File: config.mk
export PLATFORM = sky130hd
export DESIGN_NAME = xoro_rng_stream
export DESIGN_NICKNAME = d
export VERILOG_FILES = /design/src/rtl/xoro_rng_stream.sv
export SDC_FILE = /design/constraint.sdc
export NUM_CORES = 1
export LEC_CHECK = 0
export BUFFER_PORTS_ARGS = -buffer_cell sky130_fd_sc_hd__buf_2
export CAP_MARGIN = 20
export CORE_MARGIN = 2
export CORE_UTILIZATION = 54
export DETAILED_ROUTE_END_ITERATION = 10
export PLACE_DENSITY = 0.77
export REMOVE_ABC_BUFFERS = 1
export SYNTH_ARGS = -nofsm -noshare
export SYNTH_HDL_FRONTEND = slang
export SYNTH_SLANG_ARGS = --single-unit
File: constraint.sdc
create_clock -name clk -period 2.9 [get_ports clk]
set_input_delay 0 -clock clk [delete_from_list [all_inputs] [get_ports clk]]
set_output_delay 0 -clock clk [all_outputs]
set_load 0.02 [all_outputs]
File: src/rtl/xoro_rng_stream.sv
// xoroshiro128+ random source with warm-up, runtime reseed and a show-ahead prefetch FIFO.
// Samples are the top OUT_WIDTH bits of each generator result, delivered on a valid/ready stream.
module xoro_rng_stream #(
    parameter int          OUT_WIDTH = 64,
    parameter int          DEPTH     = 4,
    parameter int          WARMUP    = 16,
    parameter logic [63:0] SEED0     = 64'h0123456789ABCDEF,
    parameter logic [63:0] SEED1     = 64'hFEDCBA9876543210
) (
    input  logic                       clk,
    input  logic                       reset,
    input  logic                       seed_load,
    input  logic [63:0]                seed0,
    input  logic [63:0]                seed1,
    input  logic                       rnd_ready,
    output logic                       rnd_valid,
    output logic [OUT_WIDTH-1:0]       rnd_data,
    output logic [$clog2(DEPTH):0]     level,
    output logic                       busy
);
    localparam int AW = $clog2(DEPTH);
    localparam int LW = AW + 1;

    typedef enum logic {ST_WARM, ST_RUN} state_t;
    localparam state_t ST_INIT = (WARMUP == 0) ? ST_RUN : ST_WARM;

    state_t                state, state_nx;
    logic [15:0]           cnt;
    logic [63:0]           s0, s1, t, result, s0_nx, s1_nx;
    logic [AW-1:0]         wr_ptr, rd_ptr;
    logic [OUT_WIDTH-1:0]  mem [DEPTH];
    logic                  pop, push, step, seed_zero;

    always_comb begin
        t      = s0 ^ s1;
        result = s0 + s1;
        s0_nx  = {s0[39:0], s0[63:40]} ^ t ^ (t << 16);
        s1_nx  = {t[26:0], t[63:27]};
    end

    assign pop       = rnd_valid & rnd_ready;
    // A full FIFO still accepts a push when the head leaves in the same cycle.
    assign push      = (state == ST_RUN) && ((level < LW'(DEPTH)) || pop);
    assign step      = (state == ST_WARM) || push;
    assign seed_zero = ({seed1, seed0} == 128'd0);

    always_ff @(posedge clk) begin
        if (reset) state <= ST_INIT;
        else       state <= state_nx;
    end

    always_comb begin
        state_nx = state;
        if (seed_load)
            state_nx = ST_INIT;
        else if (state == ST_WARM && cnt == 16'd1)
            state_nx = ST_RUN;
    end

    always_ff @(posedge clk) begin
        if (reset) begin
            s0     <= SEED0;
            s1     <= SEED1;
            cnt    <= 16'(WARMUP);
            wr_ptr <= '0;
            rd_ptr <= '0;
            level  <= '0;
        end else if (seed_load) begin
            s0     <= seed_zero ? SEED0 : seed0;
            s1     <= seed_zero ? SEED1 : seed1;
            cnt    <= 16'(WARMUP);
            wr_ptr <= '0;
            rd_ptr <= '0;
            level  <= '0;
        end else begin
            if (step) begin
                s0 <= s0_nx;
                s1 <= s1_nx;
            end
            if (state == ST_WARM) cnt <= cnt - 16'd1;
            if (push) wr_ptr <= wr_ptr + 1'b1;
            if (pop)  rd_ptr <= rd_ptr + 1'b1;
            case ({push, pop})
                2'b10:   level <= level + 1'b1;
                2'b01:   level <= level - 1'b1;
                default: level <= level;
            endcase
        end
    end

    // Storage needs no reset: entries are only visible through rnd_valid.
    always_ff @(posedge clk) begin
        if (!reset && !seed_load && push)
            mem[wr_ptr] <= result[63 -: OUT_WIDTH];
    end

    assign rnd_valid = (level != '0);
    assign rnd_data  = rnd_valid ? mem[rd_ptr] : '0;
    assign busy      = (state == ST_WARM);
endmodule
==> results by group <==
Timing
  • Final Hold Viols: 0
  • Fin crit period: 2947 ps
  • Fmax: 0.3394 GHz
  • Final setup viols: 5
  • Final Skew: 30.41 ps
  • Count of pins over their slew limit: 0
  • Final WS setup: -46.63 ps
  • Setup TNS: -205.9 ps
  • Final period utilization: 101.6%
  • RSZ-0062 raised after global routing: yes
  • Relative slew slack: 24.71%
  • Worst slew pin tran: 1129 ps

Synthesis
  • Syn avg cell area: 10.59 sq um
  • Top cells by count, synth: edfxtp_1, nor2_1, a21oi_1
  • Most common cell in the netlist: edfxtp_1
  • Share of the synthesized area in the top cell type: 35.25%
  • Seq cells post-synth: 410
  • Post-synthesis cell count: 2059
  • Yosys cell types: 78
  • EDFF count, synth: 256
  • Cells taking the most area after synthesis: edfxtp_1, dfxtp_1, mux4_2, xnor2_1, a21oi_1
  • Post-synth top flop: edfxtp_1
  • Area leader, netlist: edfxtp_1
  • Post-Syn Area: 0.02181 sq mm
  • Syn. warnings: 0
  • Post-synth ARST share: 0%
  • Register area share after synthesis: 49.38%

Power and ir drop
  • P_sw: 7.568 mW
  • Pint: 14.16 mW
  • Pwr dens: 782.2 mW/mm^2
  • Total Power: 21.73 mW
  • Flop pwr share: 34.9%
  • Leakage Power: 10.67 nW
  • Sw Ratio: 34.82%
  • Combinational share of power: 39.8%
  • Clock Power Share: 25.3%
  • Max IR drop VDD: 0.4354 mV

Floorplanning
  • Die Height: 205.0 um
  • Die area: 0.04201 sq mm
  • Core Footprint: 0.03982 sq mm
  • Starting density of the core: 54.77%
  • Num rows: 73
  • Die Span X: 205.0 um
  • Io pins: 201

Clock tree
  • Clock root buffer: clkbuf_16
  • Worst skew pair latency: 570 ps
  • TritonCTS buffer count: 42
  • Clk slew on worst S/H paths: 60 ps
  • Clock tree buffer depth: 3
  • Clk sinks: 410
  • H-tree levels: 2
  • CTS tree: done

Flow run
  • Max-cap violations: 0

Final layout
  • Non-filler cells, final: 3028
  • Final Cell Area: 0.02778 sq mm
  • Layout Nets: 2673
  • Synth-to-layout area growth: 27.37%
  • Share of layout cells above drive strength 1: 26.70%

Placement
  • Placed cells: 2813
  • Placer Congestion: 1.035
  • Post-DP HPWL: 51570 um
  • DP Area: 0.02433 sq mm
  • IO Port Bufs: 200

Drt
  • DRT iter0 DRCs: 2236
  • DR DRC count: 0
  • Via count: 18730
  • Initial DRT Pass Iterations: 6
  • Drt wl/cell: 24.69 um
  • Total wire length: 74770 um
  • Final ANT Viol Nets: 0
  • Vias per cell: 6.186

Setup path
  • CP max FO: 7
  • WS Path Type: reg -> reg
  • Worst EP arrival: 3240 ps
  • WP data required: 3190 ps
  • Worst setup SP type: flop
  • Crit. End Element: flop

Min path
  • Hold Crit Class: in -> reg

Global routing
  • Largest net degree at the start of global routing: 108
  • Tot GR Track Use: 35.14%
  • Initial antenna violation count: 2
  • Gr ovfl total: 0
  • Vias in the first global route: 17780
  • First-pass GRT wire length: 109500 um

Run status
  • Outcome: complete, but fails checks
  • Violated checks: setup timing
## kinds of logic after synthesis
logic type               share of synthesized area (%)
buffers and inverters                            3.654
AO/OA/AOI/OAI                                    14.14
multiplexers                                     6.654
flip-flops                                       49.38
XOR/XNOR                                         7.549
AND/OR/NAND/NOR                                  14.42
adder cells (fa/ha/maj)                          4.199
## sequential cells by signal, summed over array words and instances, names as in the netlist, named ones only
signal and flops:
state 1, level 3, cnt 16, s0 64
mem 256, wr_ptr 2, rd_ptr 2, s1 64
## cell type report
cell class	instances	area [sq um]
Tap cell	525	656.9
Timing Repair Buffer	522	3906
Antenna cell	1	2.502
Sequential cell	410	10800
Clock buffer	55	1141
Inverter	24	90.09
Clock inverter	22	239.0
Fill cell	2925	12040
Multi-Input combinational cell	1469	10950
## power groups by stage
stage | sequential, mW | combinational, mW | clock [mW]
final | 7.59 | 8.64 | 5.50
after global routing | 7.59 | 9.20 | 5.75
after CTS | 7.53 | 7.95 | 5.53
after floorplan | 7.53 | 4.70 | 0
after global placement | 7.63 | 7.48 | 0
after detailed placement | 7.65 | 7.61 | 0
## repair_timing
action / in CTS / in global routing
hold buffers: 129 / 0
gates resized for setup: 29 / 107
endpoints found under the hold margin: 131 / 0
endpoints found under the setup margin: 78 / 113
pin swaps: 17 / 25
buffers inserted: 2 / 7
## through the flow
stage                     util, %  setup WS (ps)  hold slack (ps)
after floorplan                 -          -3027            72.38
after global placement      61.11         -97.64            241.2
after detailed placement    61.11         -202.7            252.6
after CTS                   68.21          5.750            30.43
after global routing        69.76         -145.3            76.94
final                       69.76         -46.63            62.98
## final timing paths
kind	from	end	slack (ps)	depth (start not counted)
min	seed_load	s1[55]	60	5
min reg2reg	cnt[7]	cnt[7]	510	2
max	s0[29]	mem[0][58]	-50	10
max reg2reg	s0[29]	mem[0][58]	-50	10
## layer usage
| layer | GRT usage [%] | vias up | wire [um] |
|---|---|---|---|
| li1 | - | 8272 | - |
| met1 | 48.28 | 8969 | 29430 |
| met2 | 53.10 | 1210 | 32760 |
| met3 | 6.936 | 279 | 7816 |
| met4 | 17.93 | 2 | 4755 |
| met5 | 0 | - | 18 |
## critical path, cell delays in order, from the launching register on
cell      delay (ps)
dfxtp_1          360
ha_1             430
a221oi_1         340
o21ai_1          150
a21oi_2          240
o211ai_1         130
a31o_2           290
a21oi_4          210
nand2_4           90
a31oi_1          260
xnor2_1          160
## placed cells by master, fill, tap and decap left out, types with 32 or more instances in the layout
| cell | n |
|---|---|
| mux4_2 | 64 |
| buf_2 | 198 |
| a21o_1 | 32 |
| clkbuf_16 | 43 |
| nor2_1 | 249 |
| edfxtp_1 | 256 |
| nor4_1 | 36 |
| a211o_1 | 33 |
| nand2b_1 | 36 |
| dlygate4sd3_1 | 129 |
| a21oi_1 | 198 |
| ha_1 | 43 |
| o22ai_1 | 64 |
| dfxtp_1 | 135 |
| buf_4 | 178 |
| nand2_1 | 169 |
| and2_1 | 69 |
| xnor2_1 | 137 |
| xor2_1 | 38 |
Note: power is estimated with default switching activity, not from simulation.
